--- src/rtl/alu_seq_pkg.sv ---
// Shared types for the registered ALU: opcode encoding, flag bit positions
// and the multiplier sequencing states.
package alu_seq_pkg;

  typedef enum logic [3:0] {
    OP_ADD   = 4'd0,
    OP_ADC   = 4'd1,
    OP_SUB   = 4'd2,
    OP_SBB   = 4'd3,
    OP_PASSA = 4'd4,
    OP_AND   = 4'd5,
    OP_OR    = 4'd6,
    OP_XOR   = 4'd7,
    OP_NOT   = 4'd8,
    OP_SHL1  = 4'd9,
    OP_SHR1  = 4'd10,
    OP_ASR1  = 4'd11,
    OP_MUL   = 4'd12,
    OP_RSVD  = 4'd13
  } op_e;

  localparam int FLAG_Z = 0;
  localparam int FLAG_N = 1;
  localparam int FLAG_V = 2;
  localparam int FLAG_C = 3;

  typedef enum logic {
    IDLE    = 1'b0,
    MUL_RUN = 1'b1
  } state_e;

endpackage

--- src/rtl/mul_seq.sv ---
// Unsigned shift-add multiplier, one multiplier bit per clock. done is high
// during the final step; product then carries the completed a*b.
module mul_seq #(
  parameter int WIDTH = 16
) (
  input  logic               Clk,
  input  logic               Reset_n,
  input  logic               start,
  input  logic [WIDTH-1:0]   a,
  input  logic [WIDTH-1:0]   b,
  output logic               busy,
  output logic               done,
  output logic [2*WIDTH-1:0] product
);

  localparam int CW = $clog2(WIDTH);

  logic [CW-1:0]      cnt;
  logic [WIDTH-1:0]   mcand;
  logic [2*WIDTH-1:0] acc;
  logic [WIDTH:0]     partial;

  // NOTE: every signal written here gets a default first, so no path can
  // leave it unassigned and infer a latch.
  always_comb begin
    partial = {1'b0, acc[2*WIDTH-1:WIDTH]} + (acc[0] ? {1'b0, mcand} : '0);
    product = {partial, acc[WIDTH-1:1]};
  end

  assign done = busy && (cnt == CW'(WIDTH - 1));

  // NOTE: state is updated with non-blocking assignments so every register
  // samples the pre-edge values of the others.
  always_ff @(posedge Clk) begin
    if (!Reset_n) begin
      busy <= 1'b0;
      cnt  <= '0;
    end else if (busy) begin
      cnt <= cnt + 1'b1;
      if (done) busy <= 1'b0;
    end else if (start) begin
      busy <= 1'b1;
      cnt  <= '0;
    end
  end

  // NOTE: the datapath registers are not reset; they are always loaded on
  // start before anything reads them, so a reset would only cost routing.
  always_ff @(posedge Clk) begin
    if (busy) begin
      acc <= product;
    end else if (start) begin
      mcand <= a;
      acc   <= {{WIDTH{1'b0}}, b};
    end
  end

endmodule

--- src/rtl/alu_seq_n.sv ---
// Registered ALU with Start/Busy/Done handshake and Z/N/V/C flag register.
// Define ALU_SEQ_MUL_EN to build the multi-cycle unsigned multiplier (op 12).
module alu_seq_n
  import alu_seq_pkg::*;
#(
  parameter int WIDTH = 16,
  parameter int FW    = 16
) (
  input  logic             Clk,
  input  logic             Reset_n,
  input  logic             Start,
  input  logic [3:0]       Op,
  input  logic [WIDTH-1:0] A,
  input  logic [WIDTH-1:0] B,
  input  logic             En,
  output logic             Busy,
  output logic             Done,
  output logic [WIDTH-1:0] Q,
  output logic [WIDTH-1:0] Hi,
  output logic [FW-1:0]    F
);

`ifdef ALU_SEQ_MUL_EN
  localparam bit MUL_EN = 1'b1;
`else
  localparam bit MUL_EN = 1'b0;
`endif

  op_e                op;
  logic               accept, is_mul, cin;
  logic [WIDTH:0]     wide;
  logic [WIDTH-1:0]   alu_q;
  logic               alu_c, alu_v;
  logic [FW-1:0]      alu_flags, mul_flags;
  logic [2*WIDTH-1:0] mul_prod;
  logic               mul_fin, mul_en;

  assign op     = op_e'(Op);
  assign accept = Start & ~Busy;
  assign is_mul = MUL_EN && (op == OP_MUL);
  assign cin    = F[FLAG_C];

  always_comb begin
    wide  = '0;
    alu_q = '0;
    alu_c = 1'b0;
    alu_v = 1'b0;
    case (op)
      OP_ADD, OP_ADC: begin
        wide  = {1'b0, A} + {1'b0, B} + {{WIDTH{1'b0}}, (op == OP_ADC) & cin};
        alu_q = wide[WIDTH-1:0];
        alu_c = wide[WIDTH];
        alu_v = alu_c ^ A[WIDTH-1] ^ B[WIDTH-1] ^ alu_q[WIDTH-1];
      end
      OP_SUB, OP_SBB: begin
        // C is a borrow, i.e. the inverted adder carry of A+~B+1, so the
        // overflow term folds ~B and ~carry back into plain B and borrow.
        wide  = {1'b0, A} - {1'b0, B} - {{WIDTH{1'b0}}, (op == OP_SBB) & cin};
        alu_q = wide[WIDTH-1:0];
        alu_c = wide[WIDTH];
        alu_v = alu_c ^ A[WIDTH-1] ^ B[WIDTH-1] ^ alu_q[WIDTH-1];
      end
      OP_PASSA: alu_q = A;
      OP_AND:   alu_q = A & B;
      OP_OR:    alu_q = A | B;
      OP_XOR:   alu_q = A ^ B;
      OP_NOT:   alu_q = ~A;
      OP_SHL1: begin
        alu_q = {A[WIDTH-2:0], 1'b0};
        alu_c = A[WIDTH-1];
      end
      OP_SHR1: begin
        alu_q = {1'b0, A[WIDTH-1:1]};
        alu_c = A[0];
      end
      OP_ASR1: begin
        alu_q = {A[WIDTH-1], A[WIDTH-1:1]};
        alu_c = A[0];
      end
      default: alu_q = '0;
    endcase
  end

  always_comb begin
    alu_flags         = '0;
    alu_flags[FLAG_Z] = ~|alu_q;
    alu_flags[FLAG_N] = alu_q[WIDTH-1];
    alu_flags[FLAG_V] = alu_v;
    alu_flags[FLAG_C] = alu_c;
  end

  always_comb begin
    mul_flags         = '0;
    mul_flags[FLAG_Z] = ~|mul_prod;
    mul_flags[FLAG_N] = mul_prod[2*WIDTH-1];
    mul_flags[FLAG_V] = |mul_prod[2*WIDTH-1:WIDTH];
    mul_flags[FLAG_C] = |mul_prod[2*WIDTH-1:WIDTH];
  end

  always_ff @(posedge Clk) begin
    if (!Reset_n) begin
      Q    <= '0;
      Hi   <= '0;
      F    <= '0;
      Done <= 1'b0;
    end else begin
      Done <= 1'b0;
      if (accept && !is_mul) begin
        Q    <= alu_q;
        Hi   <= '0;
        Done <= 1'b1;
        if (En) F <= alu_flags;
      end else if (mul_fin) begin
        Q    <= mul_prod[WIDTH-1:0];
        Hi   <= mul_prod[2*WIDTH-1:WIDTH];
        Done <= 1'b1;
        if (mul_en) F <= mul_flags;
      end
    end
  end

`ifdef ALU_SEQ_MUL_EN
  state_e state_q, state_d;
  logic   mul_busy, mul_done, en_q;

  mul_seq #(.WIDTH(WIDTH)) u_mul (
    .Clk     (Clk),
    .Reset_n (Reset_n),
    .start   (accept && is_mul),
    .a       (A),
    .b       (B),
    .busy    (mul_busy),
    .done    (mul_done),
    .product (mul_prod)
  );

  // En must survive the whole multiply, since the inputs are free after Start.
  always_ff @(posedge Clk) begin
    if (accept && is_mul) en_q <= En;
  end

  always_ff @(posedge Clk) begin
    if (!Reset_n) state_q <= IDLE;
    else          state_q <= state_d;
  end

  always_comb begin
    state_d = state_q;
    case (state_q)
      IDLE:    if (accept && is_mul) state_d = MUL_RUN;
      MUL_RUN: if (mul_done)         state_d = IDLE;
      default: state_d = IDLE;
    endcase
  end

  assign Busy    = mul_busy;
  assign mul_fin = mul_done && (state_q == MUL_RUN);
  assign mul_en  = en_q;
`else
  assign Busy     = 1'b0;
  assign mul_fin  = 1'b0;
  assign mul_en   = 1'b0;
  assign mul_prod = '0;
`endif

endmodule

--- config.mk ---
export PLATFORM = sky130hd
export DESIGN_NAME = alu_seq_n
export DESIGN_NICKNAME = d
export VERILOG_FILES = /design/src/rtl/alu_seq_pkg.sv /design/src/rtl/mul_seq.sv /design/src/rtl/alu_seq_n.sv
export SDC_FILE = /design/constraint.sdc
export NUM_CORES = 1
export LEC_CHECK = 0
export ABC_AREA = 1
export CELL_PAD_IN_SITES_DETAIL_PLACEMENT = 0
export CELL_PAD_IN_SITES_GLOBAL_PLACEMENT = 1
export CORE_ASPECT_RATIO = 0.75
export CORE_MARGIN = 10
export CORE_UTILIZATION = 45
export DETAILED_ROUTE_END_ITERATION = 6
export DONT_BUFFER_PORTS = 1
export GPL_ROUTABILITY_DRIVEN = 0
export PLACE_DENSITY = 0.95
export SYNTH_ARGS = -nofsm -noshare
export SYNTH_HDL_FRONTEND = slang
export SYNTH_SLANG_ARGS = --single-unit
--- constraint.sdc ---
create_clock -name Clk -period 4.2 [get_ports Clk]
set_clock_uncertainty 0.2 [all_clocks]
set_input_delay 0.84 -clock Clk [delete_from_list [all_inputs] [get_ports Clk]]
set_output_delay 0.84 -clock Clk [all_outputs]
set_load 0.03 [all_outputs]
==> insert_results.sql <==
INSERT INTO impl_metrics (metric_group, metric, value, unit) VALUES
('run_status', 'outcome', 'finished, final reports clean', ''),
('yosys', 'synth_warnings', '0', ''),
('timing', 'final.hold.worst_slack', '0.439', 'ns'),
('finish', 'layout_overhead_on_the_synthesized_area', '1.18', '%'),
('cts', 'ctsLongestPathBuffers', '2', ''),
('floorplanning', 'floorplan.initialDensity', '46.2', '%'),
('critical_path', 'critical_path_peak_fanout', '6', ''),
('routing', 'route.vias.total', '4750', ''),
('yosys', 'netlist_instances', '784', ''),
('routing', 'antenna_left', '0', ''),
('power_and_ir_drop', 'clk_pwr_share', '19.8', '%'),
('placement', 'dp.final_hpwl', '11700', 'um'),
('global_route', 'antenna_violations_before_repair', '0', ''),
('routing', 'drt-wirelength-per-cell', '15.6', 'um'),
('hold_path', 'worstHoldPathType', 'register to register', ''),
('floorplanning', 'core', '9660', 'sq um'),
('placement', 'buffer_ports.inserted', '0', ''),
('global_route', 'grt_pass1_wl', '22400', 'um'),
('timing', 'slew-limit-headroom', '55.3', '%'),
('hold_path', 'min_from', 'F[0]', ''),
('cts', 'tritoncts_clock_tree', 'yes', ''),
('global_route', 'grt_pass1_vias', '4299', ''),
('critical_path', 'worstPathCellList', 'nor2_1 > nand3_1 > fa_1 > inv_1 > ha_1 > o21ai_0 > nand2_1 > nand2_1 > nand2_1 > nand2_1 > nand3b_1 > nand2_1 > nor2_1 > nor2_1 > nand3_1 > nor2_1 > nand3_1 > a21oi_1', ''),
('timing', 'setup_repair_after_global_routing_missed_its_margin', 'no', ''),
('finish', 'share_of_layout_cells_above_drive_strength_1', '2.71', '%'),
('critical_path', 'setup.worst_path.start_class', 'input port', ''),
('timing', 'finalSetupViolations', '0', ''),
('critical_path', 'critical_path.top_delay_family', 'simple AND/OR/NAND/NOR gates', ''),
('timing', 'worst-slew-pin-transition', '0.668', 'ns'),
('placement', 'post_place_instance_area', '4430', 'sq um'),
('run', 'max_cap_viol_count', '0', ''),
('critical_path', 'cp_bufs_invs', '1', ''),
('timing', 'min_period', '3.47', 'ns'),
('floorplanning', 'io-pin-count', '90', ''),
('hold_path', 'holdPathEnd', 'F[0]', ''),
('finish', 'nets', '883', ''),
('finish', 'diodes', '0', ''),
('floorplanning', 'floorplan.die_area', '14300', 'sq um'),
('global_route', 'grt_overflow', '0', ''),
('power_and_ir_drop', 'vdd.ir_drop.worst', '0.114', 'mV'),
('yosys', 'syn_area', '4460', 'sq um'),
('power_and_ir_drop', 'powerDensity', '222', 'nW/um^2'),
('hold_path', 'min_delay_path_depth', '2', ''),
('global_route', 'grt_max_degree', '25', ''),
('critical_path', 'worstSetupEndpointType', 'register', ''),
('cts', 'cts_buffer_count', '3', ''),
('power_and_ir_drop', 'power.share.sequential', '25.7', '%'),
('critical_path', 'ff2ff_path_depth', '17', ''),
('yosys', 'synth_enable_flop_cells', '0', ''),
('yosys', 'postSynth.asyncResetShare', '0', '%'),
('cts', 'post_cts_resized', '0', ''),
('critical_path', 'crit_path_max_incr_delay', '0.52', 'ns'),
('critical_path', 'worst-endpoint-required', '4.19', 'ns'),
('critical_path', 'worstReg2RegStart', 'F[3]', ''),
('cts', 'clkSlewWorstSetupHoldPaths', '0.06', 'ns'),
('cts', 'cts_setup_buffers', '0', ''),
('floorplanning', 'placement_rows', '31', ''),
('cts', 'postCtsHoldBufs', '0', ''),
('timing', 'setup_total_negative_slack', '0', 'ns'),
('power_and_ir_drop', 'leakage_power_figure', '2.47', 'nW'),
('critical_path', 'critical_path_s_most_frequent_cell', 'sky130_fd_sc_hd__nand2_1', ''),
('yosys', 'yosys_most_used_dff', 'sky130_fd_sc_hd__dfxtp_1', ''),
('yosys', 'seq_area_frac_synth', '9.43', '%'),
('timing', 'max_freq', '288', 'MHz'),
('power_and_ir_drop', 'sw_frac_of_total', '48.6', '%'),
('yosys', 'synth.lib_cells_used.distinct', '36', ''),
('timing', 'finalHoldViolations', '0', ''),
('routing', 'remaining_drc_errors', '0', ''),
('cts', 'cts.root.buffer_cell', 'sky130_fd_sc_hd__clkbuf_16', ''),
('critical_path', 'timing.critical_path.arrival', '3.45', 'ns'),
('timing', 'fin_crit_sh', '82.5', '%');
-- registers in the layout, summed over array words and instances, names as in the netlist --
register  flops
F             4
Q            16
Done          1
-- per-layer routing --
metal | GRT usage [%] | vias up | wire length [um]
met5 | 0 | - | 0
met2 | 25.8 | 236 | 5410
met4 | 3.53 | 0 | 163
met1 | 27.5 | 2062 | 6550
met3 | 6.02 | 18 | 2010
li1 | - | 2434 | -
-- synthesized netlist by cell type, drive strengths merged, types with 4 or more instances --
master	n	area share (%)
fa	4	1.8
nor3	15	1.8
clkbuf	5	0.45
inv	113	9.6
o22ai	12	1.7
or2	9	1.3
a21oi	41	4.6
o211ai	5	0.84
nor2	91	7.8
o21ai	43	4.8
ha	62	17
buf	38	6.7
nand3b	13	2.2
nand2	223	19
dfxtp	21	9.4
nand3	74	8.3
-- power by group through the flow --
stage / combinational [mW] / sequential [mW] / clock, mW
after floorplan: 0.443 / 0.257 / 0
after global placement: 0.529 / 0.261 / 0
after detailed placement: 0.529 / 0.262 / 0
after CTS: 0.532 / 0.258 / 0.198
after global routing: 0.619 / 0.260 / 0.207
final: 0.546 / 0.257 / 0.199
-- worst min-delay path, cell delays in order, from the launching register on --
cell and delay, ns:
sky130_fd_sc_hd__dfxtp_1 0.41, sky130_fd_sc_hd__nand2_1 0.12, sky130_fd_sc_hd__a21oi_1 0.06
-- area by class of cell --
class	count	area, sq um
fillers	1062	5150
multi-input cells	633	3390
inverters	115	434
flip-flops and latches	21	420
well taps	132	165
clock buffers	4	78.8
repair buffers	3	22.5
-- per-stage QoR --
stage	std cells	util, %	worst slack (ns)	power (mW)
final	908	46.7	0.733	1.00
after global routing	908	46.7	0.446	1.09
after CTS	908	46.7	0.697	0.988
after detailed placement	904	45.9	0.447	0.791
after global placement	904	45.9	0.451	0.790
after floorplan	812	-	0.832	0.700
-- layout by cell type, fill, tap and decap left out, drive strengths merged --
cell and instances:
o21bai 1, inv 113, o21a 1, a21o 1
nand3 74, nand4 2, ha 62, nand3b 13
o211ai 5, nand2 223, o21ai 43, nor3 15
xor2 3, o22ai 12, and2 1, clkinv 2
clkbuf 4, nor2 91, buf 3, dfxtp 21
o221ai 3, or2 9, a21oi 41, fa 4
conb 29
-- kinds of logic (layout without fill, tap and decap cells) --
kind of cell	after synthesis	in the layout	synth area share, %
adders and majority gates	66	66	19.2
DFF	21	21	9.43
buffers and inverters	158	122	16.9
and+or+nand+nor	428	428	40.8
xor gates and xnor gates	3	3	0.589
AOI/OAI and AO/OA	107	107	13.1
other	1	29	0.0841
-- worst max-delay path by stage --
stage | from | end | slack, ns | cells past startpoint
3_5_place_dp | Op[2] | F[0] | 0.45 | 18
4_1_cts | Op[2] | F[0] | 0.70 | 18
6_report | Op[2] | F[0] | 0.73 | 18
5_1_grt | Op[2] | F[0] | 0.45 | 18
3_3_place_gp | Op[2] | F[0] | 0.45 | 18
2_1_floorplan | Op[1] | F[2] | 0.83 | 18
Power figures use the tool's default switching activity.
